## config.mk

```make
export PLATFORM = sky130hd
export DESIGN_NAME = lpc_synth_10_flat
export DESIGN_NICKNAME = d
export VERILOG_FILES = /design/src/rtl/lpc_synth_10_if.sv /design/src/rtl/lpc_synth_10.sv /design/src/flat_wrapper.sv
export SDC_FILE = /design/constraint.sdc
export NUM_CORES = 1
export LEC_CHECK = 0
export ABC_AREA = 1
export CORE_MARGIN = 10
export CORE_UTILIZATION = 30
export DETAILED_ROUTE_END_ITERATION = 8
export PLACE_DENSITY = 0.48
export SLEW_MARGIN = 40
export SYNTH_ARGS = -nofsm -noshare
export SYNTH_HDL_FRONTEND = slang
export SYNTH_SLANG_ARGS = --single-unit
```

## constraint.sdc

```tcl
create_clock -name clk -period 19.8 [get_ports clk]
set_clock_uncertainty 0.2 [all_clocks]
set_input_delay 5.94 -clock clk [delete_from_list [all_inputs] [get_ports clk]]
set_output_delay 5.94 -clock clk [all_outputs]
set_load 0.01 [all_outputs]
```

## src/rtl/lpc_synth_10_if.sv

```systemverilog
// lpc_synth_10_if: residual-in / sample-out handshake, coefficient load port and status for lpc_synth_10.
interface lpc_synth_10_if #(
    parameter int DW = 16,
    parameter int CW = 16
);
    logic          in_valid;
    logic          in_ready;
    logic [DW-1:0] in_residual;
    logic          coef_we;
    logic [3:0]    coef_addr;
    logic [CW-1:0] coef_data;
    logic          clear_hist;
    logic          out_valid;
    logic          out_ready;
    logic [DW-1:0] out_sample;
    logic          busy;

    modport master (
        output in_valid, in_residual, coef_we, coef_addr, coef_data, clear_hist, out_ready,
        input  in_ready, out_valid, out_sample, busy
    );

    modport slave (
        input  in_valid, in_residual, coef_we, coef_addr, coef_data, clear_hist, out_ready,
        output in_ready, out_valid, out_sample, busy
    );
endinterface

```

## src/rtl/lpc_synth_10.sv

```systemverilog
// lpc_synth_10: 10th-order all-pole LPC synthesis filter, one shared MAC over 10 cycles per sample.
// Define LPC_SYNTH_SAT_EN to saturate the output/history instead of two's-complement wrap.
module lpc_synth_10 #(
    parameter int DW    = 16,
    parameter int CW    = 16,
    parameter int CFRAC = 12,
    parameter int AW    = 40
) (
    input  logic         clk,
    input  logic         rst,
    lpc_synth_10_if.slave bus
);
    typedef enum logic [1:0] {IDLE, MAC, OUT} state_t;

    localparam logic signed [AW-1:0] HALF = AW'(1) << (CFRAC - 1);

    state_t                 state_q, state_d;
    logic signed [AW-1:0]   acc_q, acc_d;
    logic [3:0]             k_q, k_d;
    logic [DW-1:0]          out_q, out_d;
    logic signed [DW-1:0]   hist_q [10];
    logic signed [DW-1:0]   hist_d [10];
    logic signed [CW-1:0]   coef_q [10];
    logic signed [CW-1:0]   coef_d [10];
    logic signed [DW+CW-1:0] prod;
    logic signed [AW-1:0]   acc_sum;
    logic signed [AW-1:0]   rnd_sum;
    logic signed [AW-1:0]   shifted;
    logic [DW-1:0]          fmt_v;

    // Datapath: one tap per cycle, and the rounded/reduced value of the final sum.
    always_comb begin
        prod    = coef_q[k_q] * hist_q[k_q];
        acc_sum = acc_q + {{(AW-DW-CW){prod[DW+CW-1]}}, prod};
        rnd_sum = acc_sum + HALF;
        shifted = rnd_sum >>> CFRAC;
    end

`ifdef LPC_SYNTH_SAT_EN
    localparam logic signed [AW-1:0] SMAX = AW'((2 ** (DW - 1)) - 1);
    localparam logic signed [AW-1:0] SMIN = -SMAX - 1;

    always_comb begin
        fmt_v = shifted > SMAX ? SMAX[DW-1:0] : shifted < SMIN ? SMIN[DW-1:0] : shifted[DW-1:0];
    end
`else
    logic unused_hi;

    always_comb begin
        fmt_v     = shifted[DW-1:0];
        unused_hi = ^shifted[AW-1:DW];
    end
`endif

    always_comb begin
        state_d = state_q;
        acc_d   = acc_q;
        k_d     = k_q;
        out_d   = out_q;
        for (int i = 0; i < 10; i++) begin
            hist_d[i] = hist_q[i];
            coef_d[i] = (state_q == IDLE && bus.coef_we && bus.coef_addr == 4'(i)) ? bus.coef_data : coef_q[i];
        end
        case (state_q)
            IDLE: begin
                if (bus.clear_hist)
                    for (int i = 0; i < 10; i++) hist_d[i] = '0;
                if (bus.in_valid) begin
                    state_d = MAC;
                    acc_d   = {{(AW-DW){bus.in_residual[DW-1]}}, bus.in_residual} << CFRAC;
                    k_d     = '0;
                end
            end
            MAC: begin
                acc_d = acc_sum;
                k_d   = k_q + 4'd1;
                if (k_q == 4'd9) begin
                    out_d     = fmt_v;
                    hist_d[0] = fmt_v;
                    for (int i = 1; i < 10; i++) hist_d[i] = hist_q[i-1];
                    k_d     = '0;
                    state_d = OUT;
                end
            end
            OUT: state_d = bus.out_ready ? IDLE : OUT;
            default: state_d = IDLE;
        endcase
    end

    always_ff @(posedge clk or posedge rst) begin
        if (rst) begin
            state_q <= IDLE;
            acc_q   <= '0;
            k_q     <= '0;
            out_q   <= '0;
            for (int i = 0; i < 10; i++) begin
                hist_q[i] <= '0;
                coef_q[i] <= '0;
            end
        end else begin
            state_q <= state_d;
            acc_q   <= acc_d;
            k_q     <= k_d;
            out_q   <= out_d;
            for (int i = 0; i < 10; i++) begin
                hist_q[i] <= hist_d[i];
                coef_q[i] <= coef_d[i];
            end
        end
    end

    assign bus.in_ready   = state_q == IDLE;
    assign bus.out_valid  = state_q == OUT;
    assign bus.busy       = state_q != IDLE;
    assign bus.out_sample = out_q;
endmodule

```

## src/flat_wrapper.sv

```systemverilog
// flat-port wrapper written by rule: the top's interface ports become plain ports
module lpc_synth_10_flat 
#(
    parameter int DW    = 16,
    parameter int CW    = 16,
    parameter int CFRAC = 12,
    parameter int AW    = 40
)
  (clk, rst, bus_in_valid, bus_in_residual, bus_coef_we, bus_coef_addr, bus_coef_data, bus_clear_hist, bus_out_ready, bus_in_ready, bus_out_valid, bus_out_sample, bus_busy);
  lpc_synth_10_if #(.DW(DW), .CW(CW)) bus_i ();
  input  logic clk;
  input  logic rst;
  input wire logic [$bits(bus_i.in_valid)-1:0] bus_in_valid;
  input wire logic [$bits(bus_i.in_residual)-1:0] bus_in_residual;
  input wire logic [$bits(bus_i.coef_we)-1:0] bus_coef_we;
  input wire logic [$bits(bus_i.coef_addr)-1:0] bus_coef_addr;
  input wire logic [$bits(bus_i.coef_data)-1:0] bus_coef_data;
  input wire logic [$bits(bus_i.clear_hist)-1:0] bus_clear_hist;
  input wire logic [$bits(bus_i.out_ready)-1:0] bus_out_ready;
  output wire logic [$bits(bus_i.in_ready)-1:0] bus_in_ready;
  output wire logic [$bits(bus_i.out_valid)-1:0] bus_out_valid;
  output wire logic [$bits(bus_i.out_sample)-1:0] bus_out_sample;
  output wire logic [$bits(bus_i.busy)-1:0] bus_busy;
  assign bus_i.in_valid = bus_in_valid;
  assign bus_i.in_residual = bus_in_residual;
  assign bus_i.coef_we = bus_coef_we;
  assign bus_i.coef_addr = bus_coef_addr;
  assign bus_i.coef_data = bus_coef_data;
  assign bus_i.clear_hist = bus_clear_hist;
  assign bus_i.out_ready = bus_out_ready;
  assign bus_in_ready = bus_i.in_ready;
  assign bus_out_valid = bus_i.out_valid;
  assign bus_out_sample = bus_i.out_sample;
  assign bus_busy = bus_i.busy;
  lpc_synth_10 #(.DW(DW), .CW(CW), .CFRAC(CFRAC), .AW(AW)) u_core (.clk(clk), .rst(rst), .bus(bus_i));
endmodule
```

-- Yosys cells after proc, flatten, opt, wreduce, memory -nomap -nowiden
Cells that the tools add are included.
- register bits: 382
- bits in latches: 0
- RAM bits: 0
- memory bits (read-only): 0
- input port bits: 42
- output and inout bits: 19
- word-level logic and storage cells: 82
- memories: 0
- add/sub/neg operators: 3
- $mul: 1
- divide/modulo/power cells: 0
- order comparisons: 1
- equal/unequal tests: 15
- shift operators: 0
- mux-type cells: 18
- bitwise gates (word level): 1
- reduce and logical (&&, ||, !) cells: 19
- operators with widths (cell ; number):
    $mux 160 ; 2
    $pmux 160 s2 ; 1
    $bmux 16 s4 ; 2
    $pmux 40 s2 ; 1
    $mux 16 ; 4
    $add 40x40->40 ; 1
    $mux 40 ; 1
    $mul 16x16->32 ; 1
    $add 28x13->28 const B ; 1
    $eq 4x3->1 const B ; 4
    $eq 4x4->1 const B ; 3
    $logic_and 1x1->1 ; 11
    $eq 4x2->1 const B ; 2
    $mux 4 ; 2
    $pmux 4 s2 ; 1
    $mux 2 ; 3
    $pmux 2 s3 ; 1
    $reduce_and 2->1 ; 3
    $ge 5x5->1 const B ; 1
    $not 4->5 ; 1
    $add 4x1->4 const B ; 1
    $eq 4x1->1 const B ; 1
    $logic_not 4->1 ; 1
    $ne 2x2->1 const B ; 2
    other kinds (6) ; 7

-- Longest topological paths before layout
- depth after elaboration: 9
- mapped depth: 53
- mapped depth without buffers: 49

-- Least setup slack after synthesis
No wires, ideal clock.
- path type: register -> register
- start point: register u_core.k_q[0]
- end point: register u_core.out_q[15], in the netlist u_core.bus.out_sample[15]
- setup time: 0.117 ns
- arrival time: 8.304 ns
- required time: 19.483 ns
- slack: 11.178 ns
- cell stages (with the launch flop): 46
- path buffers: 6
- period minus slack after synthesis: 8.622 ns
- path through: dfrtp_1 buf_4 buf_2 buf_2 buf_2 buf_2 o21ai_0 nand3_1 nand3_1 o21ai_1 buf_2 nand2_1 inv_1 fa_1 inv_1 fa_1 fa_1 fa_1 (+10 left out) a21oi_1 o21ai_0 a21oi_1 xnor2_1 ha_1 nand2_1 nor2_1 nand2_1 nand3b_1 o211ai_1 xor2_1 nand4_1 nor2_2 nand4_1 nor2_1 nand3_1 nand3_2 nand2_1
- longest elaborated chain between the ends: 7
- elaborated cells on any way between the ends: 12
- classes of those cells: 2 x add/sub; 1 x mul; 1 x eq/ne; 6 x mux; 1 x bitwise; 1 x reduce/logical
- ends and longest elaborated chain (what ; RTL line ; text):
    from (decl) ; lpc_synth_10.sv:19 ; logic [3:0] k_q, k_d;
    from (signal assigned) ; lpc_synth_10.sv:103 ; k_q <= k_d;
    $not 4->5 (not written as such) ; lpc_synth_10.sv:33 ; prod = coef_q[k_q] * hist_q[k_q];
    $bmux 16 s4 ; lpc_synth_10.sv:33 ;
    $mux 16 (not written as such) (2 in series) ; lpc_synth_10.sv:33 ;
    $mul 16x16->32 ; lpc_synth_10.sv:33 ;
    $add 40x40->40 ; lpc_synth_10.sv:34 ; acc_sum = acc_q + {{(AW-DW-CW){prod[DW+CW-1]}}, prod};
    $add 28x13->28 ; lpc_synth_10.sv:35 ; rnd_sum = acc_sum + HALF;
    to (signal assigned) ; lpc_synth_10.sv:104 ; out_q <= out_d;
    to (decl) ; lpc_synth_10.sv:20 ; logic [DW-1:0] out_q, out_d;
Several ways; a longest one is shown, not always the timed one. The select of a mux whose other input is x is not followed.
A chain may end at the register's enable or synchronous reset.

-- Worst setup path in the final report
- start point: register u_core.k_q[0]
- end point: register u_core.hist_q[157] in the netlist's numbering
- longest elaborated chain between the ends: 9
- elaborated cells on any way between the ends: 15
- classes of those cells: 2 x add/sub; 1 x mul; 2 x eq/ne; 8 x mux; 1 x bitwise; 1 x reduce/logical
- ends and longest elaborated chain (what ; RTL line ; text):
    $not 4->5 (not written as such) ; lpc_synth_10.sv:33 ;
    $bmux 16 s4 ; lpc_synth_10.sv:33 ;
    $mux 16 (not written as such) (2 in series) ; lpc_synth_10.sv:33 ;
    $mul 16x16->32 ; lpc_synth_10.sv:33 ;
    $add 40x40->40 ; lpc_synth_10.sv:34 ;
    $add 28x13->28 ; lpc_synth_10.sv:35 ;
    $mux 160 ; lpc_synth_10.sv:77 ; if (k_q == 4'd9) begin
    $pmux 160 s2 ; lpc_synth_10.sv:64 ; case (state_q)
    to (signal, indexed assignment) ; lpc_synth_10.sv:106 ; hist_q[i] <= hist_d[i];
    to (decl) ; lpc_synth_10.sv:21 ; logic signed [DW-1:0] hist_q [10];
Several ways; a longest one is shown, not always the timed one. The select of a mux whose other input is x is not followed.

==> flow_summary.ini <==
[run_status]
status = completed

[synthesis]
syn_inst = 3450
netlist-cell-type-count = 51
yosys-top-cells-area = dfrtp_1 34%, fa_1 17%, nand2_1 11%, inv_1 9.3%, o21ai_0 6.3%
synthArstFlopShare_pct = 100.0
synth_top_cell_by_area = dfrtp_1
syn_nets = 3831
synth_warnings = 0
synth-seq-area-share_pct = 33.62
syn_area_mm2 = 0.02754
synth_top_cell_area_share_pct = 33.62
synth_edf_count = 0
synth_flop_cell = dfrtp_1
synth_area_per_cell_um2 = 7.982
ys_ff_latch = 370

[timing]
slew_headroom_pct = 45.00
rsz0062_at_grt = no
setup_tns_ns = 0
fmax_mhz = 91.84
fin_crit_sh_pct = 54.99
tightest_slew_ns = 0.8163
worst_slack_ns = 8.911
fin_crit_ns = 10.89
setup_viol = 0
slew_violations = 0
hold_viol_final = 0

[cts]
cts_setup_buffers = 0
clk_latency_ns = 0.58
h-tree-depth = 2
clk_pin_slew_worst_paths_ns = 0.07
clock-root-buffer = clkbuf_16
cts_resized = 0
cts_buffers = 42
clock_path_buffers = 3
cts_tree = done
clock_sinks = 370
cts-hold-fix-buffers = 0

[routing]
ant_nets = 0
via_per_inst = 4.771
wirelength_um = 82700
drt-wirelength-per-cell_um = 17.82
vias = 22140
dr.first_iter.drc_count = 1692
first_pass_iters = 6
drc = 0

[layout]
area_growth_pct = 11.25
instances_no_fill = 4640
drive_gt1_share_pct = 4.981
nets = 3803
design_area_mm2 = 0.03064

[global_routing]
grt_pass1_vias = 22270
grt_max_degree = 104
overflow = 0
antenna_found_initial = 2
track_usage_pct = 16.03
grt_pass1_wl_um = 132500

[critical_path]
cp-end-kind = flip-flop
path_class = flip-flop to flip-flop
start_kind = flip-flop
crit_required_ns = 20.09
cp.arrival_ns = 11.18
critPathMostFrequentCell = nand2_1
worst_path_largest_cell_delay_ns = 0.74
cp_slowest_cell = dfrtp_4
crit_path_max_fanout = 62

[place]
gp_congestion = 0.8431
dp.final_hpwl_um = 57000
pre_cts_slack_ns = 8.793
dp.cells = 4563
portBuffers = 60
place_area_mm2 = 0.02924

[die]
num_rows = 111
die_w_um = 323.0
coreArea_mm2 = 0.09139
io_pins = 61
die_area_mm2 = 0.1043
start_util_pct = 30.13
die_height_um = 323.0

[run]
maxCapViolCount = 0

[hold_path]
hold_class = flip-flop to flip-flop
[per-stage QoR]
stage | hold WS [ns] | utilization [%]
global placement | 0.2599 | 31.92
floorplan | 0.2478 | -
finish | 0.2792 | 33.52
global route | 0.2911 | 33.52
detailed placement | 0.2645 | 32.00
CTS | 0.2795 | 33.48
[state kept, by name (all words and copies together) (netlist names)]
name and count:
u_core.bus.out_sample 16, u_core.hist_q 160, u_core.k_q 4, u_core.acc_q 28
u_core.state_q 2, u_core.coef_q 160
[metal layers]
| layer | global-route usage (%) | up-vias | part of all wire [%] | wire [um] |
|---|---|---|---|---|
| li1 | - | 10740 | - | - |
| met1 | 23.51 | 10910 | 49 | 40840 |
| met2 | 25.28 | 412 | 45 | 37190 |
| met3 | 1.831 | 79 | 4.0 | 3319 |
| met4 | 3.022 | 0 | 1.6 | 1348 |
| met5 | 0 | - | 0 | 0 |
[cells in the mapped netlist (all sizes together), types with 5 or more instances]
| cell | instances |
|---|---|
| o211ai | 10 |
| nand3 | 147 |
| fa | 230 |
| a21oi | 109 |
| buf | 66 |
| xnor2 | 18 |
| clkbuf | 100 |
| o22ai | 137 |
| nand2 | 827 |
| xor2 | 33 |
| nor2 | 142 |
| inv | 696 |
| dfrtp | 370 |
| o221ai | 21 |
| ha | 109 |
| or2 | 5 |
| nand4 | 14 |
| nor3 | 8 |
| o21ai | 369 |
[cells by family after synthesis]
logic type	count (synthesis)	share of synthesized area, %
compound gates	673	13.59
flops	370	33.62
simple gates	1151	17.12
mux	2	0.07270
xor+xnor	51	1.731
buf+inv	864	12.20
fa+ha+maj	339	21.67
[placed cells by master, fill, tap and decap left out, types with 4 or more instances in the layout]
cell type        instances
inv_2                   11
o21ai_1                 15
nand2_4                  5
nor2_1                 134
buf_6                    7
fa_1                   230
o21ai_4                  4
nand3_2                  7
o21bai_1                 4
buf_4                   26
dfrtp_1                367
nand2_1                806
clkdlybuf4s50_1         60
xnor2_1                 17
clkbuf_16               43
o211ai_1                10
nor2_2                   8
o221ai_1                21
a31o_2                   4
o21ai_0                347
clkbuf_8                 6
inv_1                  682
nand3b_1                 4
o22ai_1                137
nand3_1                140
clkbuf_1                16
a21oi_1                109
nand4_1                 14
xor2_1                  30
or2_2                    4
nor3_1                   5
ha_1                   109
nand2_2                 16
[worst max-delay path, delay by kind of cell (launching register included)]
family	cells	cell delay, ns
AO/OA/AOI/OAI	9	1.51
XOR/XNOR	1	0.19
adder cells (fa/ha/maj)	8	3.53
buffers and inverters	9	1.77
flip-flops	1	0.74
AND/OR/NAND/NOR	19	2.79
[final cells by class]
type,count,area (um^2)
Fill cell,9711,60750
Multi-Input combinational cell,2216,15000
Sequential cell,370,9265
Inverter,698,2641
Tap cell,1186,1484
Clock buffer,65,1219
Timing Repair Buffer,94,894.6
Clock inverter,10,133.9
Antenna cell,1,2.502
[final timing paths]
path	from	endpoint	slack, ns	depth (start not counted)
min in group asynchronous	rst	u_core.coef_q[114]	5.64	2
max reg2reg	u_core.k_q[0]	u_core.hist_q[157]	8.91	46
max in group asynchronous	rst	u_core.k_q[0]	11.98	4
min	u_core.bus.out_sample[3]	u_core.bus.out_sample[3]	0.28	2
min reg2reg	u_core.bus.out_sample[3]	u_core.bus.out_sample[3]	0.28	2
max	u_core.k_q[0]	u_core.hist_q[157]	8.91	46
Power is left out: the tool's default activity adds up to more than one toggle a clock period on the data nets, which glitch-free logic cannot reach.
